## config.mk

```make
export PLATFORM = sky130hd
export DESIGN_NAME = spi_rx_io
export DESIGN_NICKNAME = d
export VERILOG_FILES = /design/src/rtl/spi_pkg.sv /design/src/rtl/spi_rx_io_sync_fifo.sv /design/src/rtl/spi_rx_io.sv
export SDC_FILE = /design/constraint.sdc
export NUM_CORES = 1
export LEC_CHECK = 0
export ABC_CLOCK_PERIOD_IN_PS = 6250
export CAP_MARGIN = 15
export CORE_UTILIZATION = 51
export DETAILED_ROUTE_END_ITERATION = 6
export MAX_ROUTING_LAYER = met4
export PLACE_DENSITY_LB_ADDON = 0.25
export SKIP_LAST_GASP = 1
export SYNTH_ARGS = -nofsm -noshare
export SYNTH_HDL_FRONTEND = slang
export SYNTH_SLANG_ARGS = --single-unit
```

## constraint.sdc

```tcl
create_clock -name clk -period 6.25 [get_ports clk]
set_input_delay 1.5625 -clock clk [delete_from_list [all_inputs] [get_ports clk]]
set_output_delay 1.5625 -clock clk [all_outputs]
set_load 0.005 [all_outputs]
```

## src/rtl/spi_pkg.sv

```systemverilog
// Shared constants and types for the SPI receive peripheral:
// AHB transfer codes, register offsets and the receiver state encoding.
package spi_pkg;

    localparam logic [1:0] HTRANS_IDLE = 2'b00;
    localparam logic [1:0] HTRANS_NSEQ = 2'b10;
    localparam logic [1:0] HTRANS_SEQ  = 2'b11;

    // Word offsets, i.e. haddr[4:2]
    localparam logic [2:0] REG_RX_DATA  = 3'd0;
    localparam logic [2:0] REG_STATUS   = 3'd1;
    localparam logic [2:0] REG_NUM_BITS = 3'd2;
    localparam logic [2:0] REG_CTRL     = 3'd3;

    typedef enum logic {
        RX_IDLE,
        RX_SHIFT
    } spi_rx_state_t;

    // Keeps the low nbits+1 bits of a shifted word (nbits = 0..31).
    function automatic logic [31:0] word_mask(input logic [4:0] nbits);
        word_mask = 32'hFFFF_FFFF >> (5'd31 - nbits);
    endfunction

endpackage

```

## src/rtl/spi_rx_io_sync_fifo.sv

```systemverilog
// Single-clock FIFO with flush; the head entry is visible without popping.
// Pointers wrap naturally, occupancy is tracked by a separate counter.
module sync_fifo #(
    parameter int WIDTH = 33,
    parameter int DEPTH = 8
) (
    input  logic                     clk,
    input  logic                     reset,
    input  logic                     push,
    input  logic [WIDTH-1:0]         push_data,
    input  logic                     pop,
    input  logic                     flush,
    output logic [WIDTH-1:0]         head_data,
    output logic                     full,
    output logic                     empty,
    output logic [$clog2(DEPTH):0]   count
);

    localparam int AW = $clog2(DEPTH);

    logic [WIDTH-1:0] mem [DEPTH];
    logic [AW-1:0]    wr_ptr;
    logic [AW-1:0]    rd_ptr;
    logic             do_push;
    logic             do_pop;

    assign empty     = (count == '0);
    assign full      = (count == (AW+1)'(DEPTH));
    assign do_pop    = pop && !empty;
    // A pop in the same cycle frees the slot, so a full FIFO can still accept.
    assign do_push   = push && (!full || do_pop);
    assign head_data = mem[rd_ptr];

    always_ff @(posedge clk) begin
        if (do_push) begin
            mem[wr_ptr] <= push_data;
        end
    end

    always_ff @(posedge clk) begin
        if (reset || flush) begin
            wr_ptr <= '0;
            rd_ptr <= '0;
            count  <= '0;
        end else begin
            if (do_push) begin
                wr_ptr <= wr_ptr + AW'(1);
            end
            if (do_pop) begin
                rd_ptr <= rd_ptr + AW'(1);
            end
            case ({do_push, do_pop})
                2'b10:   count <= count + (AW+1)'(1);
                2'b01:   count <= count - (AW+1)'(1);
                default: count <= count;
            endcase
        end
    end

endmodule

```

## src/rtl/spi_rx_io.sv

```systemverilog
// AHB-lite SPI slave receiver (mode 0): synchronizes the pins, deserializes
// MSB-first words of programmable length and queues them with their dc flag.
module spi_rx_io
    import spi_pkg::*;
#(
    parameter int FIFO_DEPTH  = 8,
    parameter int SYNC_STAGES = 2
) (
    input  logic        clk,
    input  logic        reset,
    input  logic [31:0] ahb_s0_haddr_i,
    input  logic        ahb_s0_hwrite_i,
    input  logic [2:0]  ahb_s0_hsize_i,
    input  logic [2:0]  ahb_s0_hburst_i,
    input  logic [3:0]  ahb_s0_hprot_i,
    input  logic [1:0]  ahb_s0_htrans_i,
    input  logic        ahb_s0_hmastlock_i,
    input  logic [31:0] ahb_s0_hwdata_i,
    output logic        ahb_s0_hready_o,
    output logic        ahb_s0_hresp_o,
    output logic [31:0] ahb_s0_hrdata_o,
    input  logic        spi_sclk_i,
    input  logic        spi_sdi_i,
    input  logic        csn_i,
    input  logic        dc_i,
    output logic        rx_irq_o
);

    localparam int CW = $clog2(FIFO_DEPTH) + 1;

    logic [SYNC_STAGES-1:0] sclk_sync, sdi_sync, csn_sync, dc_sync;
    logic                   sclk_hist, csn_hist;
    logic                   sclk_s, sdi_s, csn_s, dc_s;
    logic                   sclk_rise, csn_fall, csn_rise;

    logic [2:0]  addr_q;
    logic        wr_pend, rd_pend;
    logic [4:0]  num_bits;
    logic        enable, irq_en, overflow, frame_err, flush_q;
    logic        wr_ctrl, clr_err, fifo_pop, overflow_evt;

    spi_rx_state_t state;
    logic [4:0]    bit_cnt, cur_bits;
    logic [31:0]   shift_reg, next_shift;
    logic          push_q, frame_err_evt;
    logic [32:0]   push_data_q;

    logic [32:0]   head_data;
    logic          fifo_full, fifo_empty;
    logic [CW-1:0] fifo_count;

    logic unused_bits;
    assign unused_bits = ^{ahb_s0_hsize_i, ahb_s0_hburst_i, ahb_s0_hprot_i, ahb_s0_hmastlock_i,
                           ahb_s0_haddr_i[31:5], ahb_s0_haddr_i[1:0], ahb_s0_htrans_i[0]};

    assign ahb_s0_hready_o = 1'b1;
    assign ahb_s0_hresp_o  = 1'b0;

    // Pin synchronizers reset to the idle bus levels so no false edge appears after reset.
    always_ff @(posedge clk) begin
        if (reset) begin
            sclk_sync <= '0;
            sdi_sync  <= '0;
            csn_sync  <= '1;
            dc_sync   <= '0;
            sclk_hist <= 1'b0;
            csn_hist  <= 1'b1;
        end else begin
            sclk_sync <= {sclk_sync[SYNC_STAGES-2:0], spi_sclk_i};
            sdi_sync  <= {sdi_sync[SYNC_STAGES-2:0], spi_sdi_i};
            csn_sync  <= {csn_sync[SYNC_STAGES-2:0], csn_i};
            dc_sync   <= {dc_sync[SYNC_STAGES-2:0], dc_i};
            sclk_hist <= sclk_s;
            csn_hist  <= csn_s;
        end
    end

    assign sclk_s    = sclk_sync[SYNC_STAGES-1];
    assign sdi_s     = sdi_sync[SYNC_STAGES-1];
    assign csn_s     = csn_sync[SYNC_STAGES-1];
    assign dc_s      = dc_sync[SYNC_STAGES-1];
    assign sclk_rise = sclk_s && !sclk_hist;
    assign csn_fall  = !csn_s && csn_hist;
    assign csn_rise  = csn_s && !csn_hist;

    always_ff @(posedge clk) begin
        if (reset) begin
            addr_q  <= '0;
            wr_pend <= 1'b0;
            rd_pend <= 1'b0;
        end else if (ahb_s0_htrans_i[1]) begin
            addr_q  <= ahb_s0_haddr_i[4:2];
            wr_pend <= ahb_s0_hwrite_i;
            rd_pend <= !ahb_s0_hwrite_i;
        end else begin
            wr_pend <= 1'b0;
            rd_pend <= 1'b0;
        end
    end

    assign wr_ctrl      = wr_pend && (addr_q == REG_CTRL);
    assign clr_err      = wr_ctrl && ahb_s0_hwdata_i[3];
    assign fifo_pop     = rd_pend && (addr_q == REG_RX_DATA);
    assign overflow_evt = push_q && fifo_full && !fifo_pop && !flush_q;

    // Error events take priority over a coincident clear.
    always_ff @(posedge clk) begin
        if (reset) begin
            num_bits  <= '0;
            enable    <= 1'b0;
            irq_en    <= 1'b0;
            flush_q   <= 1'b0;
            overflow  <= 1'b0;
            frame_err <= 1'b0;
        end else begin
            flush_q <= wr_ctrl && ahb_s0_hwdata_i[2];
            if (wr_pend && (addr_q == REG_NUM_BITS)) begin
                num_bits <= ahb_s0_hwdata_i[4:0];
            end
            if (wr_ctrl) begin
                enable <= ahb_s0_hwdata_i[0];
                irq_en <= ahb_s0_hwdata_i[1];
            end
            if (overflow_evt) begin
                overflow <= 1'b1;
            end else if (clr_err) begin
                overflow <= 1'b0;
            end
            if (frame_err_evt) begin
                frame_err <= 1'b1;
            end else if (clr_err) begin
                frame_err <= 1'b0;
            end
        end
    end

    assign next_shift = {shift_reg[30:0], sdi_s};

    // cur_bits holds the length of the word in flight, so NUM_BITS edits only apply at reload.
    always_ff @(posedge clk) begin
        if (reset) begin
            state         <= RX_IDLE;
            bit_cnt       <= '0;
            cur_bits      <= '0;
            shift_reg     <= '0;
            push_q        <= 1'b0;
            push_data_q   <= '0;
            frame_err_evt <= 1'b0;
        end else begin
            push_q        <= 1'b0;
            frame_err_evt <= 1'b0;
            case (state)
                RX_IDLE: begin
                    if (enable && csn_fall) begin
                        state     <= RX_SHIFT;
                        bit_cnt   <= num_bits;
                        cur_bits  <= num_bits;
                        shift_reg <= '0;
                    end
                end
                RX_SHIFT: begin
                    if (!enable) begin
                        state <= RX_IDLE;
                    end else if (csn_rise) begin
                        state         <= RX_IDLE;
                        frame_err_evt <= (bit_cnt != cur_bits);
                    end else if (sclk_rise) begin
                        shift_reg <= next_shift;
                        if (bit_cnt == '0) begin
                            push_q      <= 1'b1;
                            push_data_q <= {dc_s, next_shift & word_mask(cur_bits)};
                            bit_cnt     <= num_bits;
                            cur_bits    <= num_bits;
                        end else begin
                            bit_cnt <= bit_cnt - 5'd1;
                        end
                    end
                end
                default: state <= RX_IDLE;
            endcase
        end
    end

    sync_fifo #(
        .WIDTH (33),
        .DEPTH (FIFO_DEPTH)
    ) u_fifo (
        .clk       (clk),
        .reset     (reset),
        .push      (push_q),
        .push_data (push_data_q),
        .pop       (fifo_pop),
        .flush     (flush_q),
        .head_data (head_data),
        .full      (fifo_full),
        .empty     (fifo_empty),
        .count     (fifo_count)
    );

    always_comb begin
        ahb_s0_hrdata_o = '0;
        if (rd_pend) begin
            case (addr_q)
                REG_RX_DATA:  ahb_s0_hrdata_o = fifo_empty ? 32'd0 : head_data[31:0];
                REG_STATUS:   ahb_s0_hrdata_o = {16'd0, 8'(fifo_count), 2'b00,
                                                 (state != RX_IDLE), head_data[32] && !fifo_empty,
                                                 frame_err, overflow, fifo_full, !fifo_empty};
                REG_NUM_BITS: ahb_s0_hrdata_o = {27'd0, num_bits};
                REG_CTRL:     ahb_s0_hrdata_o = {30'd0, irq_en, enable};
                default:      ahb_s0_hrdata_o = '0;
            endcase
        end
    end

    assign rx_irq_o = irq_en && !fifo_empty;

endmodule

```

==> impl_metrics.csv, run 1 <==
group,metric,value,unit
floorplanning,die_h,173.6,um
setup_path,critPathMaxStageDelay,0.62,ns
clock_network,cts-resized-gates,0,
sta,fin_skew,0.01328,ns
detailed_routing,totalWireLength,31030,um
setup_path,worstSetupPathType,"reg2out",
logic_synthesis,synthTopCellsByArea,"edfxtp_1, dfxtp_1, mux4_2, mux2i_1, a21oi_1",
clock_network,clkSinkCount,379,
logic_synthesis,yosysMostFrequentCell,"edfxtp_1",
logic_synthesis,synth-main-ff-cell,"edfxtp_1",
setup_path,startpoint_type,"flip-flop",
sta,maxSlewHeadroom,0.2893,
sta,setup_violations,0,
detailed_routing,vias,8638,
logic_synthesis,ys_types,65,
clock_network,clock_path_buffers,3,
clock_network,hold_buffers,0,
setup_path,worstPathArrival,3.28,ns
logic_synthesis,netlist_area,15020,um2
sta,min_period,4.845,ns
logic_synthesis,synthArstFlopShare,0,
sta,fmax,0.2064,GHz
clock_network,cts_max_level,2,
sta,finalHoldViolations,0,
layout,n_antenna_cell,0,
detailed_routing,postRouteAntennaNets,0,
layout,drive_above_1_share,0.1685,
global_routing,grt.overflow.total,0,
clock_network,cts_made_buffers,39,
floorplanning,io_pins,119,
floorplanning,start_util,0.5206,
detailed_routing,drtPass1Iterations,5,
status,outcome,"finished, final reports clean",
logic_synthesis,yosysSeqAreaShare,0.6809,
layout,largest_reg_flops,264,
clock_network,root_buffer,"clkbuf_16",
sta,setup_tns,0,ns
setup_path,crit_fanout,18,
floorplanning,die_x,173.6,um
layout,area_growth,13.79,%
detailed_routing,viasPerCell,5.974,
sta,slew_viol_final,0,
logic_synthesis,syn_nets,1089,
logic_synthesis,syn_area_per_cell,15.01,um2
setup_path,slowest_stage,"nand2_1",
clock_network,clock_latency,0.52,ns
detailed_routing,drt_iter0_drc,910,
global_routing,grt_pass1_wl,48710,um
global_routing,grt_start_max_net_pins,103,
placed_design,hpwlAfterDp,16930,um
job,cap_violations,0,
logic_synthesis,yosysTopAreaCellShare,0.5276,
detailed_routing,wl_per_cell,21.46,um
placed_design,place.gp.congestion,0.7815,
global_routing,grt_pass1_vias,8458,
floorplanning,coreArea,28860,um2
sta,finalCritPeriodShare,0.7752,
setup_path,cp.required,4.69,ns
logic_synthesis,synth_common_cells,"edfxtp_1, dfxtp_1, a21oi_1, mux4_2, nand2_1",
clock_network,cts_setup_buffers,0,
logic_synthesis,synthCells,1001,
logic_synthesis,ys_warn_count,0,
sta,worst_pin_slew,1.065,ns
floorplanning,die_area,30150,um2
setup_path,cp_cell_sequence,"nor4b_4 -> nand2_1 -> buf_4 -> o21ai_1 -> clkdlybuf4s50_1",
layout,final_util,0.5924,
power_and_ir_drop,p_leak,5.369,nW
global_routing,antenna_found_initial,0,
logic_synthesis,synth_top_area_cell,"edfxtp_1",
detailed_routing,drc,0,
logic_synthesis,ys_ff_latch,379,
worst_hold_path,min_path_type,"reg2reg",
layout,nNetsFinal,1120,
power_and_ir_drop,power_density,288.8,nW/um2
layout,fillers,2235,
placed_design,port_buffers,48,
floorplanning,rows,62,
sta,rsz0062_at_grt,"false",
clock_network,tritoncts,"built",
global_routing,track_usage,0.2171,
clock_network,cts.reportedPaths.clkPinSlew,0.06,ns
power_and_ir_drop,ir_drop,0.2173,mV
setup_path,cp-end-kind,"primary output",
logic_synthesis,synth-edff-count,264,
==> through the flow <==
step	cell area [um2]	hold slack, ns	setup slack (ns)	instances	total power [mW]
2_1_floorplan	15020	0.3895	2.297	1001	2.738
3_3_place_gp	15840	0.3990	1.966	1375	2.752
3_5_place_dp	15840	0.3975	1.904	1375	2.752
4_1_cts	17100	0.4230	1.347	1446	4.979
5_1_grt	17100	0.4397	1.218	1446	5.086
6_report	17100	0.4233	1.405	1446	4.938
==> layout make-up <==
type / instances / area, um2 / share of cell area
sequential: 379 / 10240 / 0.5987
clock buffer: 59 / 1164 / 0.06806
clock inverter: 12 / 91.34 / 0.005343
tap: 384 / 480.5 / 0.02810
timing repair buffer: 69 / 635.6 / 0.03718
inverter: 7 / 26.28 / 0.001537
multi-input combinational: 536 / 4463 / 0.2611
==> cell families (layout without fill, tap and decap cells) <==
kind of cell             count (synthesis)  in the layout  share of synthesized area
AO/OA/AOI/OAI                          173            173                    0.06987
XOR/XNOR                                 9              9                   0.005247
adder cells (fa/ha/maj)                  5              5                   0.003997
buffers and inverters                   86            147                    0.02615
flip-flops                             379            379                     0.6809
multiplexers                           113            113                     0.1302
other                                    2              2                  0.0004999
AND/OR/NAND/NOR                        234            234                    0.08311
==> power by group <==
part	total [mW]	internal [mW]	switching, mW	leakage (nW)
Combinational	0.0390	0.0151	0.0239	1.38
Clock	2.24	1.33	0.912	0.615
Sequential	2.66	2.65	0.00483	3.38
==> critical path, delay by kind of cell (launching register included) <==
family,cells,cell delay (ns)
AND/OR/NAND/NOR,2,1.12
buffers and inverters,2,0.99
flip-flops,1,0.42
AO/OA/AOI/OAI,1,0.22
==> path summary, 6_finish.rpt <==
check / startpoint / to / slack (ns) / depth (start not counted)
setup / recovery: addr_q[0]$_SDFFE_PP0P_ / ahb_s0_hrdata_o[5] / 1.40 / 5
hold / removal: csn_sync[0]$_SDFF_PP1_ / csn_sync[1]$_SDFF_PP1_ / 0.42 / 1
setup reg to reg: addr_q[0]$_SDFFE_PP0P_ / u_fifo.mem[2][30]$_DFFE_PP_ / 3.42 / 5
hold reg to reg: csn_sync[0]$_SDFF_PP1_ / csn_sync[1]$_SDFF_PP1_ / 0.42 / 1
==> per-layer routing <==
metal | track usage | up-vias | part of all wire
met3 | 0.03092 | 49 | 0.051
met4 | 0.06542 | 0 | 0.023
met1 | 0.3007 | 4370 | 0.44
met5 | - | - | 0
li1 | - | 3948 | -
met2 | 0.3358 | 271 | 0.48
==> cell usage in the layout, fill, tap and decap left out, types with 5 or more instances in the layout <==
cell type,n
edfxtp_1,264
dfxtp_1,112
a21oi_1,76
mux4_2,66
nand2_1,57
mux2i_1,47
clkdlybuf4s50_1,47
nor2_1,46
nand4_1,44
clkbuf_16,41
o21ai_0,32
buf_4,22
nand3_1,13
nor2b_1,11
clkbuf_1,11
o211ai_1,10
o21ai_1,10
nor3_1,8
inv_1,7
clkbuf_8,7
and3_1,6
xor2_1,6
nor2_4,6
or2_2,5
o2111ai_1,5
nor3_2,5
o31ai_2,5
nand2b_1,5
clkinv_2,5
Note: power is estimated with default switching activity, not from simulation.
==> inputs of run 2 (changes only) <==
- ABC_CLOCK_PERIOD_IN_PS: 6250 -> 4300
- clock period: 6.25 -> 4.3 ns (I/O delays scaled with it)
==> impl_metrics.csv, run 2 (synthesis gave the netlist of run 1 again) <==
group,metric,value,unit
status,outcome,"finished, final reports clean",
power_and_ir_drop,intPower,5.858,mW
detailed_routing,drt_iter0_drc,893,
placed_design,hpwlAfterDp,17460,um
sta,min_period,3.896,ns
floorplanning,coreArea,28860,um2
sta,rsz0062_at_grt,"false",
clock_network,root_buffer,"clkbuf_16",
power_and_ir_drop,power_density,419.6,nW/um2
detailed_routing,drtPass1Iterations,5,
detailed_routing,wl_per_cell,21.14,um
placed_design,port_buffers,48,
clock_network,cts_max_level,2,
layout,final_common_cell,"edfxtp_1",
global_routing,antenna_found_initial,0,
setup_path,startpoint_type,"flip-flop",
power_and_ir_drop,p_sw_frac,0.1866,
layout,nNetsFinal,1124,
global_routing,grt_start_max_net_pins,66,
worst_hold_path,min_from,"csn_sync[0]$_SDFF_PP1_",
layout,fillers,2242,
setup_path,cp-end-kind,"primary output",
clock_network,hold_buffers,0,
sta,finalCritPeriodShare,0.9060,
floorplanning,die_x,173.6,um
global_routing,track_usage,0.2142,
power_and_ir_drop,power_frac_seq,0.537,
sta,slew_viol_final,0,
global_routing,met2_usage,0.3425,
detailed_routing,drc,0,
placed_design,place.gp.congestion,0.7727,
floorplanning,rows,62,
floorplanning,io_pins,119,
setup_path,ff2ff_path_depth,5,
detailed_routing,viasPerCell,5.931,
floorplanning,die_h,173.6,um
global_routing,use_met3,0.03246,
sta,setup_violations,0,
sta,finalHoldViolations,0,
global_routing,top_usage_layer,"met2",
worst_hold_path,min_path_type,"reg2reg",
setup_path,reg2reg_slack,1.55,ns
layout,final_cell_mix,"edfxtp_1, dfxtp_1, a21oi_1",
sta,setup_tns,0,ns
setup_path,crit_fanout,21,
setup_path,endpoint,"ahb_s0_hrdata_o[3]",
floorplanning,start_util,0.5206,
power_and_ir_drop,p_clk_frac,0.455,
detailed_routing,totalWireLength,30660,um
global_routing,grt_pass1_wl,48440,um
clock_network,clock_path_buffers,3,
job,cap_violations,0,
power_and_ir_drop,p_comb_frac,0.008,
layout,n_antenna_cell,0,
layout,regArea,10240,um2
clock_network,cts-resized-gates,0,
layout,drive_above_1_share,0.1698,
clock_network,clock_latency,0.52,ns
setup_path,worstPathArrival,2.82,ns
setup_path,worstSetupPathType,"reg2out",
sta,fin_skew,0.01838,ns
sta,maxSlewHeadroom,0.2863,
power_and_ir_drop,ir_drop,0.3416,mV
layout,final_cell_count_no_fill,1450,
global_routing,grt_pass1_vias,8523,
power_and_ir_drop,p_sw,1.344,mW
sta,worst_pin_slew,1.069,ns
clock_network,cts_setup_buffers,0,
placed_design,place_inst,1380,
global_routing,grtUsageMet1,0.2891,
clock_network,clkSinkCount,379,
power_and_ir_drop,p_leak,5.403,nW
setup_path,r2r_end,"u_fifo.mem[5][28]$_DFFE_PP_",
floorplanning,die_area,30150,um2
layout,area_growth,14.22,%
clock_network,tritoncts,"built",
setup_path,cp.required,3.22,ns
clock_network,cts.reportedPaths.clkPinSlew,0.06,ns
power_and_ir_drop,p_total,7.201,mW
setup_path,worstReg2RegStart,"addr_q[0]$_SDFFE_PP0P_",
global_routing,grt.overflow.total,0,
detailed_routing,vias,8600,
layout,largest_reg_flops,264,
clock_network,cts_made_buffers,38,
detailed_routing,postRouteAntennaNets,0,
layout,multiInputGateArea,4463,um2
layout,final_util,0.5947,
sta,fmax,0.2567,GHz
==> run 2: cell count changes in the layout (fill, tap and decap cells not counted), sizes merged <==
cell / delta
buf: +5
bufinv: +1
clkbuf: +2
clkinv: -4
clkinvlp: -1
inv: +1
==> run 2: power by group through the flow <==
stage,Clock (mW),Sequential [mW],Combinational [mW]
after detailed placement,0,3.94,0.0585
final,3.28,3.87,0.0581
after global routing,3.47,3.86,0.0645
after floorplan,0,3.94,0.0395
after global placement,0,3.94,0.0581
after CTS,3.32,3.87,0.0586
==> run 2: layout make-up <==
class | instances | share of cell area
clock buffers | 61 | 0.06773
clock inverters | 9 | 0.005541
inverters | 7 | 0.001531
multi-input cells | 536 | 0.2601
flip-flops and latches | 379 | 0.5965
well taps | 384 | 0.02800
repair buffers | 74 | 0.04068
==> run 2: metrics by stage <==
step | worst slack, ns | area (um2) | hold WS (ns)
final | 0.4040 | 17160 | 0.4175
after global routing | 0.2788 | 17160 | 0.4344
after CTS | 0.3248 | 17160 | 0.4179
after detailed placement | 0.8815 | 15900 | 0.4001
after global placement | 0.8578 | 15900 | 0.3974
after floorplan | 0.3470 | 15020 | 0.3895
==> run 2: worst min-delay path by stage <==
stage                                   to  slack, ns  cells after the start
floorplan           csn_sync[1]$_SDFF_PP1_       0.39                      1
global placement    csn_sync[1]$_SDFF_PP1_       0.40                      1
detailed placement  csn_sync[1]$_SDFF_PP1_       0.40                      1
CTS                 csn_sync[1]$_SDFF_PP1_       0.42                      1
global route        csn_sync[1]$_SDFF_PP1_       0.43                      1
finish              csn_sync[1]$_SDFF_PP1_       0.42                      1
==> run 2: critical path, stage by stage (launching register included) <==
cell,delay [ns]
dfxtp_4,0.44
buf_4,0.42
mux4_2,0.58
mux2i_1,0.20
o22ai_1,0.16
clkdlybuf4s50_1,0.49
==> run 2: layer usage <==
layer / part of all wire / wire length (um) / vias up
met3: 0.054 / 1663 / 52
met1: 0.43 / 13290 / 4318
li1: - / - / 3955
met2: 0.49 / 15000 / 275
met4: 0.023 / 706 / 0
met5: 0 / 0 / -
